==> src/rtl/stream_rr_arbiter.sv <==
`default_nettype none
// ============================================================================
// Module   : stream_rr_arbiter
// Purpose  : Round-robin arbiter sharing one registered outbound stream among
//            NUM_CH inbound streams. A grant lasts at most BURST_MAX beats.
//            Optional per-channel accepted-beat counters are enabled by
//            defining STREAM_ARB_STATS_EN.
// Revision : 1.0 - initial release
// ============================================================================
module stream_rr_arbiter #(
  parameter int NUM_CH    = 4,
  parameter int DATA_W    = 128,
  parameter int CHW       = 2,
  parameter int BURST_MAX = 16
) (
  input  logic                     clk,
  input  logic                     rst_n,
  input  logic [NUM_CH-1:0]        s_in_valid,
  output logic [NUM_CH-1:0]        s_in_rdy,
  input  logic [NUM_CH*DATA_W-1:0] s_in_data,
  output logic                     s_out_valid,
  input  logic                     s_out_rdy,
  output logic [DATA_W-1:0]        s_out_data,
  output logic [CHW-1:0]           s_out_chan,
  output logic [NUM_CH-1:0]        grant
`ifdef STREAM_ARB_STATS_EN
  ,
  output logic [NUM_CH*32-1:0]     beat_count
`endif
);

  typedef enum logic [0:0] {
    S_IDLE  = 1'b0,
    S_GRANT = 1'b1
  } state_t;

  state_t              r_state;
  state_t              w_state_next;
  logic [NUM_CH-1:0]   r_grant;
  logic [NUM_CH-1:0]   w_grant_next;
  logic [CHW-1:0]      r_owner;
  logic [CHW-1:0]      w_owner_next;
  logic [CHW-1:0]      r_last;
  logic [CHW-1:0]      w_last_next;
  logic [CHW-1:0]      w_pick;
  logic [CHW-1:0]      w_cand;
  logic                w_pick_found;
  logic [7:0]          r_burst_cnt;
  logic [7:0]          w_burst_cnt_next;
  logic [7:0]          w_burst_inc;
  logic                w_out_free;
  logic                w_owner_valid;
  logic                w_accept;
  logic [DATA_W-1:0]   w_owner_data;

  // The output register can take a new beat when empty or draining this cycle.
  assign w_out_free    = !s_out_valid || s_out_rdy;
  assign w_owner_valid = s_in_valid[r_owner];
  assign w_accept      = (r_state == S_GRANT) && w_owner_valid && w_out_free;
  assign w_burst_inc   = r_burst_cnt + 8'd1;
  // Only the owner sees ready; this is the single combinational path from s_out_rdy.
  assign s_in_rdy      = r_grant & {NUM_CH{w_out_free}};
  assign grant         = r_grant;

  // Select the owner's data lane.
  always_comb begin
    w_owner_data = '0;
    for (int k = 0; k < NUM_CH; k++) begin
      if (r_owner == CHW'(k)) begin
        w_owner_data = s_in_data[k*DATA_W +: DATA_W];
      end
    end
  end

  // Round-robin search: first valid channel upward from last+1, wrapping.
  always_comb begin
    w_pick_found = 1'b0;
    w_pick       = '0;
    w_cand       = '0;
    for (int i = 1; i <= NUM_CH; i++) begin
      w_cand = CHW'((int'(r_last) + i) % NUM_CH);
      if (!w_pick_found && s_in_valid[w_cand]) begin
        w_pick_found = 1'b1;
        w_pick       = w_cand;
      end
    end
  end

  // Next-state logic: arbitrate in IDLE, release on burst limit or owner idle.
  always_comb begin
    w_state_next     = r_state;
    w_grant_next     = r_grant;
    w_owner_next     = r_owner;
    w_last_next      = r_last;
    w_burst_cnt_next = r_burst_cnt;
    case (r_state)
      S_IDLE: begin
        if (w_pick_found) begin
          w_state_next     = S_GRANT;
          w_grant_next     = NUM_CH'(1) << w_pick;
          w_owner_next     = w_pick;
          w_burst_cnt_next = 8'd0;
        end
      end
      S_GRANT: begin
        if (!w_owner_valid || (w_accept && (w_burst_inc == 8'(BURST_MAX)))) begin
          w_state_next     = S_IDLE;
          w_grant_next     = '0;
          w_last_next      = r_owner;
          w_burst_cnt_next = w_burst_inc;
        end else if (w_accept) begin
          w_burst_cnt_next = w_burst_inc;
        end
      end
      default: begin
        w_state_next = S_IDLE;
        w_grant_next = '0;
      end
    endcase
  end

  // Arbitration state registers; last starts at NUM_CH-1 so channel 0 wins first.
  always_ff @(posedge clk or negedge rst_n) begin
    if (!rst_n) begin
      r_state     <= S_IDLE;
      r_grant     <= '0;
      r_owner     <= '0;
      r_last      <= CHW'(NUM_CH - 1);
      r_burst_cnt <= 8'd0;
    end else begin
      r_state     <= w_state_next;
      r_grant     <= w_grant_next;
      r_owner     <= w_owner_next;
      r_last      <= w_last_next;
      r_burst_cnt <= w_burst_cnt_next;
    end
  end

  // Output beat register: load on acceptance, hold while stalled, clear when drained.
  always_ff @(posedge clk or negedge rst_n) begin
    if (!rst_n) begin
      s_out_valid <= 1'b0;
      s_out_data  <= '0;
      s_out_chan  <= '0;
    end else if (w_accept) begin
      s_out_valid <= 1'b1;
      s_out_data  <= w_owner_data;
      s_out_chan  <= r_owner;
    end else if (s_out_rdy) begin
      s_out_valid <= 1'b0;
    end
  end

`ifdef STREAM_ARB_STATS_EN
  logic [31:0] r_beat_cnt [NUM_CH];

  // Per-channel accepted-beat counters; wrap naturally, cleared only by reset.
  always_ff @(posedge clk or negedge rst_n) begin
    if (!rst_n) begin
      for (int k = 0; k < NUM_CH; k++) begin
        r_beat_cnt[k] <= 32'd0;
      end
    end else if (w_accept) begin
      for (int k = 0; k < NUM_CH; k++) begin
        if (r_owner == CHW'(k)) begin
          r_beat_cnt[k] <= r_beat_cnt[k] + 32'd1;
        end
      end
    end
  end

  for (genvar k = 0; k < NUM_CH; k++) begin : g_beat_count
    assign beat_count[k*32 +: 32] = r_beat_cnt[k];
  end
`endif

endmodule
`default_nettype wire

==> config.mk <==
export PLATFORM = sky130hd
export DESIGN_NAME = stream_rr_arbiter
export DESIGN_NICKNAME = d
export VERILOG_FILES = /design/src/rtl/stream_rr_arbiter.sv
export SDC_FILE = /design/constraint.sdc
export NUM_CORES = 1
export LEC_CHECK = 0
export CAP_MARGIN = 20
export CORE_AREA = 2 2 253 255
export DETAILED_ROUTE_END_ITERATION = 6
export DIE_AREA = 0 0 255 257
export DONT_BUFFER_PORTS = 1
export PLACE_DENSITY_LB_ADDON = 0.08
export SLEW_MARGIN = 15
export SYNTH_ARGS = -nofsm -noshare
export SYNTH_HDL_FRONTEND = slang
export SYNTH_SLANG_ARGS = --single-unit
==> constraint.sdc <==
create_clock -name clk -period 2.01 [get_ports clk]
set_input_delay 0.5025 -clock clk [delete_from_list [all_inputs] [get_ports clk]]
set_output_delay 0.5025 -clock clk [all_outputs]
set_load 0.1 [all_outputs]
==> qor.txt, run 1 <==
Outcome: complete, but fails checks
Failing checks: hold timing, setup timing
Slew HR: 36.1%
Fillers: 6,736
Synth Flop Type: dfrtp_1
Final min period: 2.07 ns
Drt drc: 0
Req. time, crit path: 2.36 ns
CP Launch Type: flip-flop
P&R area growth vs syn: 28.6%
Final WS setup: -0.0578 ns
CTS tree: done
CP max stage delay: 0.52 ns
Worst Hold Class: in -> async
Initial Util: 14.4%
Core ar.: 62,700 µm²
Max Root-Sink Buffers: 2
Via Count: 5,732
Detailed Route WL: 34.4 mm
Finish-stage setup viols: 51
GPL Wtd Cong: 0.791
Most common cell after layout, fill and taps aside: mux4_2
Netlist cell types: 47
Unrepaired setup endpoints after global routing: yes
PortBufs: 0
Yosys reg bits: 148
Avg Inst Size Synth: 16.6 µm²
Register area share after synthesis: 40.9%
Via/cell ratio: 3.96
Number of synthesis warnings: 0
Number of synthesized flops with an enable pin: 0
Synthesized Nets: 1,068
R2R Setup Slk: -0.06 ns
Clk slew on worst S/H paths: 0.07 ns
Tightest Pin Transition: 0.959 ns
Clock latency at the later pin of the worst-skew pair: 0.48 ns
CTS buffer count: 17
Layout cells sized above 1: 60.4%
Root Driver: clkbuf_16
Clock Sink Count: 148
Pre-CTS WS: -0.144 ns
GRT Total Usage: 9.81%
Post-route ant nets: 0
Drt pass-1 iters: 4
Avg WL per Cell: 23.7 µm
Worst-path cell chain: mux4_2, and2_4, nand2_8, buf_12, buf_6, mux2_1
CP arrival: 2.42 ns
Fin. Hold Viols: 146
CP endpoint kind: flip-flop
Htree depth: 4
Die width: 255 µm
Crit Path Category: reg -> reg
M1 wire length: 12.0 mm
Vias in the first global route: 6,763
Largest net degree at the start of global routing: 149
Ports: 658
Netlist Area Pre-Place: 9050 µm²
Total grt overflow: 0
Die Ht: 257 µm
Most frequent cells in the layout: mux4_2 (129), dfrtp_1 (122), mux2_4 (93)
Die area: 65,500 µm²
Share of the synthesized area in the top cell type: 40.4%
Initial antenna violation count: 12
Routed wl met2: 18.3 mm
Gate count of the mapped netlist: 547
DR top layer: met4
Rows: 92
Synth area leader: dfrtp_1
Async set or reset register ratio after synthesis: 100%
First-pass GRT wire length: 46.0 mm
Met3 WL: 3.18 mm
Crit share post-route: 103%
Max frequency: 0.484 GHz
Crit path max fanout: 7
Crit path max-delay cell type: mux4_2
Max Clock Skew: 0.0142 ns
Final nets: 1,104
Max Cap Viol: 0
Max-slew violations: 0
Hpwl dp: 26.1 mm
Hold Worst Slack: -0.283 ns
Iteration-0 DRC Markers: 282
Top post-synthesis cells by area: dfrtp_1 (40%), mux4_2 (32%), mux2_1 (12%)
[cell families (layout without fill, tap and decap cells)]
| kind of cell | count (synthesis) | in the layout | synth area share [%] |
|---|---|---|---|
| AOI/OAI and AO/OA | 32 | 32 | 2.57 |
| xor gates and xnor gates | 5 | 5 | 0.484 |
| adders and majority gates | 2 | 2 | 0.276 |
| buffers and inverters | 48 | 97 | 4.23 |
| DFF | 148 | 148 | 40.9 |
| muxes | 260 | 260 | 48.4 |
| other | 0 | 7 | 0 |
| and+or+nand+nor | 52 | 52 | 3.12 |
[sequential cells by signal, indices dropped and copies added (netlist names)]
name,cells
grant,4
r_last,2
r_state,1
s_out_data,128
r_burst_cnt,8
r_owner,2
s_out_chan,2
s_out_valid,1
[stage by stage]
| stage | hold WS, ns | cells | utilization [%] | area [µm²] | TNS [ns] |
|---|---|---|---|---|---|
| 6_report | -0.283 | 1449 | 18.6 | 11600 | -1.41 |
| 4_1_cts | -0.341 | 1435 | 17.9 | 11200 | -3.78 |
| 5_1_grt | -0.346 | 1448 | 18.6 | 11600 | -9.60 |
| 3_3_place_gp | 0.214 | 1396 | 16.3 | 10300 | -7.80 |
| 2_1_floorplan | 0.207 | 547 | - | 9070 | -0.0413 |
| 3_5_place_dp | 0.212 | 1396 | 16.3 | 10300 | -10.22 |
[synth_stat cells, types with 2 or more instances]
| library cell | number |
|---|---|
| nand2_1 | 14 |
| a21o_1 | 3 |
| dfstp_2 | 2 |
| o21ai_0 | 4 |
| mux2_1 | 100 |
| ha_1 | 2 |
| a21oi_1 | 5 |
| buf_12 | 11 |
| dfrtp_1 | 146 |
| xnor2_1 | 4 |
| clkbuf_1 | 29 |
| nor2_1 | 5 |
| nand2b_1 | 4 |
| nand3b_1 | 2 |
| or2_2 | 2 |
| a31o_2 | 2 |
| nor2b_1 | 2 |
| or3_1 | 2 |
| a211o_1 | 2 |
| nor3_1 | 3 |
| buf_4 | 4 |
| mux2_2 | 31 |
| mux4_2 | 129 |
| nand3_1 | 5 |
| o22ai_1 | 2 |
| nor3b_1 | 4 |
| o211a_1 | 2 |
| inv_1 | 2 |
| nor4_1 | 2 |
| o211ai_1 | 2 |
| and2_1 | 4 |
[final timing paths]
check	depth (start not counted)	to	from
worst min register to register	1	grant[0]	grant[0]
max in group asynchronous	0	r_last[1]	rst_n
worst max-delay path	6	s_out_data[107]	r_owner[1]
worst max register to register	6	s_out_data[107]	r_owner[1]
min in group clk	2	s_out_data[118]	s_in_data[118]
worst min-delay path	0	s_out_data[14]	rst_n
[metal layers]
layer / track usage (%) / vias to the layer above
met5: 0 / -
met4: 4.24 / 0
met3: 3.74 / 42
met2: 17.9 / 426
met1: 9.81 / 2957
li1: - / 2307
[layout make-up]
| class | instances | area (µm²) | area share (%) |
|---|---|---|---|
| Sequential cell | 148 | 3740 | 32.1 |
| Inverter | 2 | 7.51 | 0.0645 |
| Antenna cell | 7 | 17.5 | 0.150 |
| Tap cell | 846 | 1060 | 9.09 |
| Clock buffer | 20 | 457 | 3.92 |
| Multi-Input combinational cell | 351 | 5360 | 46.0 |
| Clock inverter | 12 | 176 | 1.51 |
| Timing Repair Buffer | 63 | 827 | 7.10 |
[critical path, delay by kind of cell, from the launching register on]
| family | cells | cell delay, ns |
|---|---|---|
| multiplexers | 2 | 0.85 |
| flip-flops | 1 | 0.42 |
| buffers and inverters | 2 | 0.33 |
| AND/OR/NAND/NOR | 2 | 0.32 |
[what timing repair did]
action,in CTS,in global routing
pin swaps,1,3
buffers inserted,5,2
resized for setup,61,76
setup endpoints to repair,141,140
hold endpoints to repair,148,148
gates cloned,2,5
Power of run 1 is not shown: default switching activity piles up to over one toggle a cycle in this logic, so the estimate is an artifact.
==> run 2, diff against run 1 <==
--- a/config.mk
+++ b/config.mk
@@ -6,9 +6,10 @@
 export NUM_CORES = 1
 export LEC_CHECK = 0
 export CAP_MARGIN = 20
-export CORE_AREA = 2 2 253 255
+export CORE_AREA = 2 2 254 256
+export CTS_CLUSTER_SIZE = 12
 export DETAILED_ROUTE_END_ITERATION = 6
-export DIE_AREA = 0 0 255 257
+export DIE_AREA = 0 0 256 258
 export DONT_BUFFER_PORTS = 1
 export PLACE_DENSITY_LB_ADDON = 0.08
 export SLEW_MARGIN = 15
==> qor.txt, run 2 (synthesis results as in run 1) <==
First-pass GRT wire length: 50.1 mm
Pre-CTS WS: -0.136 ns
Reg with most FFs: s_out_data
Unrepaired setup endpoints after global routing: yes
Drt drc: 0
Req. time, crit path: 2.36 ns
Vias in the first global route: 6,767
GRT Total Usage: 10.6%
Iteration-0 DRC Markers: 310
Crit Path Category: reg -> reg
Outcome: complete, but fails checks
Most frequent cells in the layout: mux4_2 (129), dfrtp_1 (128), mux2_4 (88)
Max Clock Skew: 0.0117 ns
Finish-stage setup viols: 46
Final min period: 2.05 ns
Worst Hold Class: in -> async
Max Root-Sink Buffers: 2
Total grt overflow: 0
CP Buf/Inv Count: 2
CP max stage delay: 0.52 ns
Via Count: 5,810
Initial Util: 14.2%
Failing checks: hold timing, setup timing
Crit path max-delay cell type: mux4_2
Drt pass-1 iters: 4
Initial antenna violation count: 23
Clock latency at the later pin of the worst-skew pair: 0.47 ns
Final WS setup: -0.0402 ns
M1 wire length: 12.0 mm
Met3 WL: 3.93 mm
CTS buffer count: 17
Placed insts: 1,406
CP arrival: 2.40 ns
Tightest Pin Transition: 0.956 ns
Detailed Route WL: 36.0 mm
Max-slew violations: 0
Hold Worst Slack: -0.278 ns
CP endpoint kind: flip-flop
CP Launch Type: flip-flop
Max frequency: 0.488 GHz
Max Cap Viol: 0
Avg WL per Cell: 24.7 µm
Clock Sink Count: 148
Worst-path cell chain: mux4_2, and2_4, nand2_8, buf_12, clkbuf_16, mux2_4
Post-route ant nets: 0
GPL Wtd Cong: 0.818
Crit share post-route: 102%
Final instance area: 11,600 µm²
Die Ht: 258 µm
Rows: 93
Routed wl met2: 18.7 mm
Die width: 256 µm
Non-Filler Instances: 1,461
Root Driver: clkbuf_16
Layout cells sized above 1: 60.4%
Crit path max-delay family: multiplexers
Final nets: 1,101
CTS tree: done
Hpwl dp: 27.5 mm
Fin. Hold Viols: 146
Clk slew on worst S/H paths: 0.07 ns
Most common cell after layout, fill and taps aside: mux4_2
Core ar.: 63,600 µm²
Area after DPL: 10,300 µm²
DR top layer: met5
Largest net degree at the start of global routing: 149
Max reg flops: 128
PortBufs: 0
Via/cell ratio: 3.98
Ports: 658
Fillers: 6,902
Crit path max fanout: 8
Die area: 66,000 µm²
Htree depth: 4
P&R area growth vs syn: 28.5%
Slew HR: 36.3%
run 2: layout make-up:
type / instances / area [µm²] / share of cell area [%]
diodes: 13 / 32.5 / 0.280
clock buffers: 20 / 457 / 3.92
clock inverters: 12 / 174 / 1.49
inverters: 2 / 7.51 / 0.0645
multi-input cells: 351 / 5320 / 45.7
flip-flops and latches: 148 / 3730 / 32.1
well taps: 855 / 1070 / 9.19
repair buffers: 60 / 847 / 7.28
run 2: stage by stage:
stage               util [%]  setup TNS [ns]
global placement        16.1           -8.64
finish                  18.3          -0.844
floorplan                  -         -0.0413
global route            18.3           -8.02
CTS                     17.8           -4.51
detailed placement      16.1          -11.26
run 2: routing by layer:
metal | track usage (%) | up-vias
li1 | - | 2300
met4 | 5.59 | 6
met2 | 18.4 | 443
met5 | 0 | -
met3 | 5.11 | 61
met1 | 10.4 | 3000
run 2: path summary, 6_finish.rpt:
| path | from | to | slack [ns] | cells after the start |
|---|---|---|---|---|
| setup / recovery | r_owner[1] | s_out_data[109] | -0.04 | 6 |
| hold / removal | rst_n | s_out_data[59] | -0.28 | 0 |
| setup reg to reg | r_owner[1] | s_out_data[109] | -0.04 | 6 |
| hold reg to reg | s_out_data[62] | s_out_data[62] | 0.52 | 1 |
| max in group asynchronous | rst_n | s_out_data[94] | 1.88 | 0 |
| min in group clk | s_in_data[119] | s_out_data[119] | 0.37 | 2 |
run 2: worst reg2reg max path, cell delays in order, from the launching register on:
cell,delay (ns)
dfrtp_4,0.43
mux4_2,0.52
and2_4,0.18
nand2_8,0.12
buf_12,0.18
clkbuf_16,0.19
mux2_4,0.31
run 2: timing repair:
action | 4_1_cts | 5_1_grt
setup buffers | 2 | 1
pin swaps | 1 | 1
endpoints found under the setup margin | 144 | 113
hold endpoints to repair | 148 | 148
gates cloned | 3 | 4
gates resized for setup | 92 | 36
Power of run 2 is left out for the same reason.
==> run 3, diff against run 2 <==
--- a/config.mk
+++ b/config.mk
@@ -5,13 +5,13 @@
 export SDC_FILE = /design/constraint.sdc
 export NUM_CORES = 1
 export LEC_CHECK = 0
-export CAP_MARGIN = 20
 export CORE_AREA = 2 2 254 256
 export CTS_CLUSTER_SIZE = 12
 export DETAILED_ROUTE_END_ITERATION = 6
 export DIE_AREA = 0 0 256 258
 export DONT_BUFFER_PORTS = 1
 export PLACE_DENSITY_LB_ADDON = 0.08
+export SETUP_SLACK_MARGIN = 0.3
 export SLEW_MARGIN = 15
 export SYNTH_ARGS = -nofsm -noshare
 export SYNTH_HDL_FRONTEND = slang
==> qor.txt, run 3 (synthesis results as in run 1) <==
Outcome: complete, but fails checks
Failing checks: hold timing
Hpwl dp: 28.4 mm
Htree depth: 4
Max Clock Skew: 0.0115 ns
CTS buffer count: 17
Placed insts: 1,417
Area of the multi-input gates: 5430 µm²
Final nets: 1,120
Rows: 93
Unrepaired setup endpoints after global routing: yes
CP Launch Type: flip-flop
Final min period: 2.00 ns
Die width: 256 µm
P&R area growth vs syn: 37.3%
GPL Wtd Cong: 0.795
Finish-stage setup viols: 0
Tightest Pin Transition: 0.466 ns
Layout cells sized above 1: 82.2%
Die area: 66,000 µm²
Die Ht: 258 µm
CP arrival: 2.35 ns
Max Root-Sink Buffers: 2
Fillers: 6,816
Reg with most FFs: s_out_data
Drt drc: 0
Most frequent cells in the layout: mux4_2 (129), dfrtp_4 (123), mux2_4 (86)
Worst-path cell chain: mux4_2, and2_4, nand2_8, clkbuf_16, mux2_1
Initial antenna violation count: 20
CTS tree: done
Ports: 658
Core ar.: 63,600 µm²
Crit. Startpoint: r_owner[1]
Detailed Route WL: 37.5 mm
Fin. Hold Viols: 146
Vias in the first global route: 6,856
Seq. cell area: 4180 µm²
Hold Worst Slack: -0.284 ns
PortBufs: 0
GRT Total Usage: 10.9%
Crit path max fanout: 16
Most common cell after layout, fill and taps aside: mux4_2
Total grt overflow: 0
Max frequency: 0.500 GHz
Root Driver: clkbuf_16
Crit Path Category: reg -> reg
First-pass GRT wire length: 51.5 mm
Crit path max-delay cell type: mux4_2
Final setup TNS: 0 ns
Slew HR: 68.8%
Clock latency at the later pin of the worst-skew pair: 0.48 ns
Iteration-0 DRC Markers: 284
Drt pass-1 iters: 4
Non-Filler Instances: 1,478
Crit share post-route: 99.4%
Max reg flops: 128
Via/cell ratio: 3.98
Max-slew violations: 0
CP endpoint kind: flip-flop
Req. time, crit path: 2.36 ns
Clk slew on worst S/H paths: 0.07 ns
Avg WL per Cell: 25.4 µm
Clock Sink Count: 148
Largest net degree at the start of global routing: 149
Via Count: 5,877
CP max stage delay: 0.51 ns
Reg2Reg Launch Point: r_owner[1]
Max Cap Viol: 0
Worst Hold Class: in -> async
Util after Layout: 19.5%
Post-route ant nets: 0
Initial Util: 14.2%
==> run 3: cell count changes in the layout (fill, tap and decap cells not counted), sizes merged <==
cell,before,now
clkbuf,24,23
clkinvlp,1,2
clkinv,4,5
inv,5,3
nand2,15,16
buf,55,74
diode,13,11
==> run 3: area by class of cell <==
class / instances / share of cell area (%)
diodes: 11 / 0.221
clock buffers: 20 / 3.51
clock inverters: 12 / 1.45
inverters: 2 / 0.0604
multi-input cells: 352 / 43.7
flip-flops and latches: 148 / 33.6
well taps: 855 / 8.60
repair buffers: 78 / 8.85
==> run 3: worst max-delay path, delay by kind of cell, from the launching register on <==
kind	cells	cell delay [ns]
buf+inv	1	0.23
simple gates	2	0.35
mux	2	0.85
flops	1	0.42
==> run 3: per-layer routing <==
layer	wire, µm	vias to the layer above	track usage [%]	part of all wire, %
li1	-	2342	-	-
met1	13300	3037	11.4	35
met2	19300	440	18.6	51
met3	3870	52	5.21	10
met4	1020	6	5.20	2.7
met5	40	-	0	0.11
==> run 3: what timing repair did <==
action | CTS | global route
pin swaps | 6 | 6
cloned | 4 | 3
setup endpoints to repair | 274 | 156
gates resized for setup | 304 | 82
buffers inserted | 9 | 2
endpoints found under the hold margin | 148 | 148
==> run 3: per-stage QoR <==
stage | hold WS, ns | cell area, µm² | setup slack, ns
after floorplan | 0.207 | 9120 | 0.0214
after global placement | 0.216 | 10500 | -0.0867
after global routing | -0.342 | 12400 | -0.0759
after detailed placement | 0.214 | 10500 | -0.130
final | -0.284 | 12400 | 0.0118
after CTS | -0.339 | 12000 | -0.0462
==> run 3: final timing paths <==
check	end	slack [ns]	cells past startpoint
hold / removal	s_out_data[10]	-0.28	0
max in group asynchronous	r_last[1]	1.93	0
min in group clk	s_out_data[96]	0.37	2
setup reg to reg	s_out_data[105]	0.01	5
setup / recovery	s_out_data[105]	0.01	5
hold reg to reg	s_out_data[1]	0.52	1
Power of run 3 is left out for the same reason.
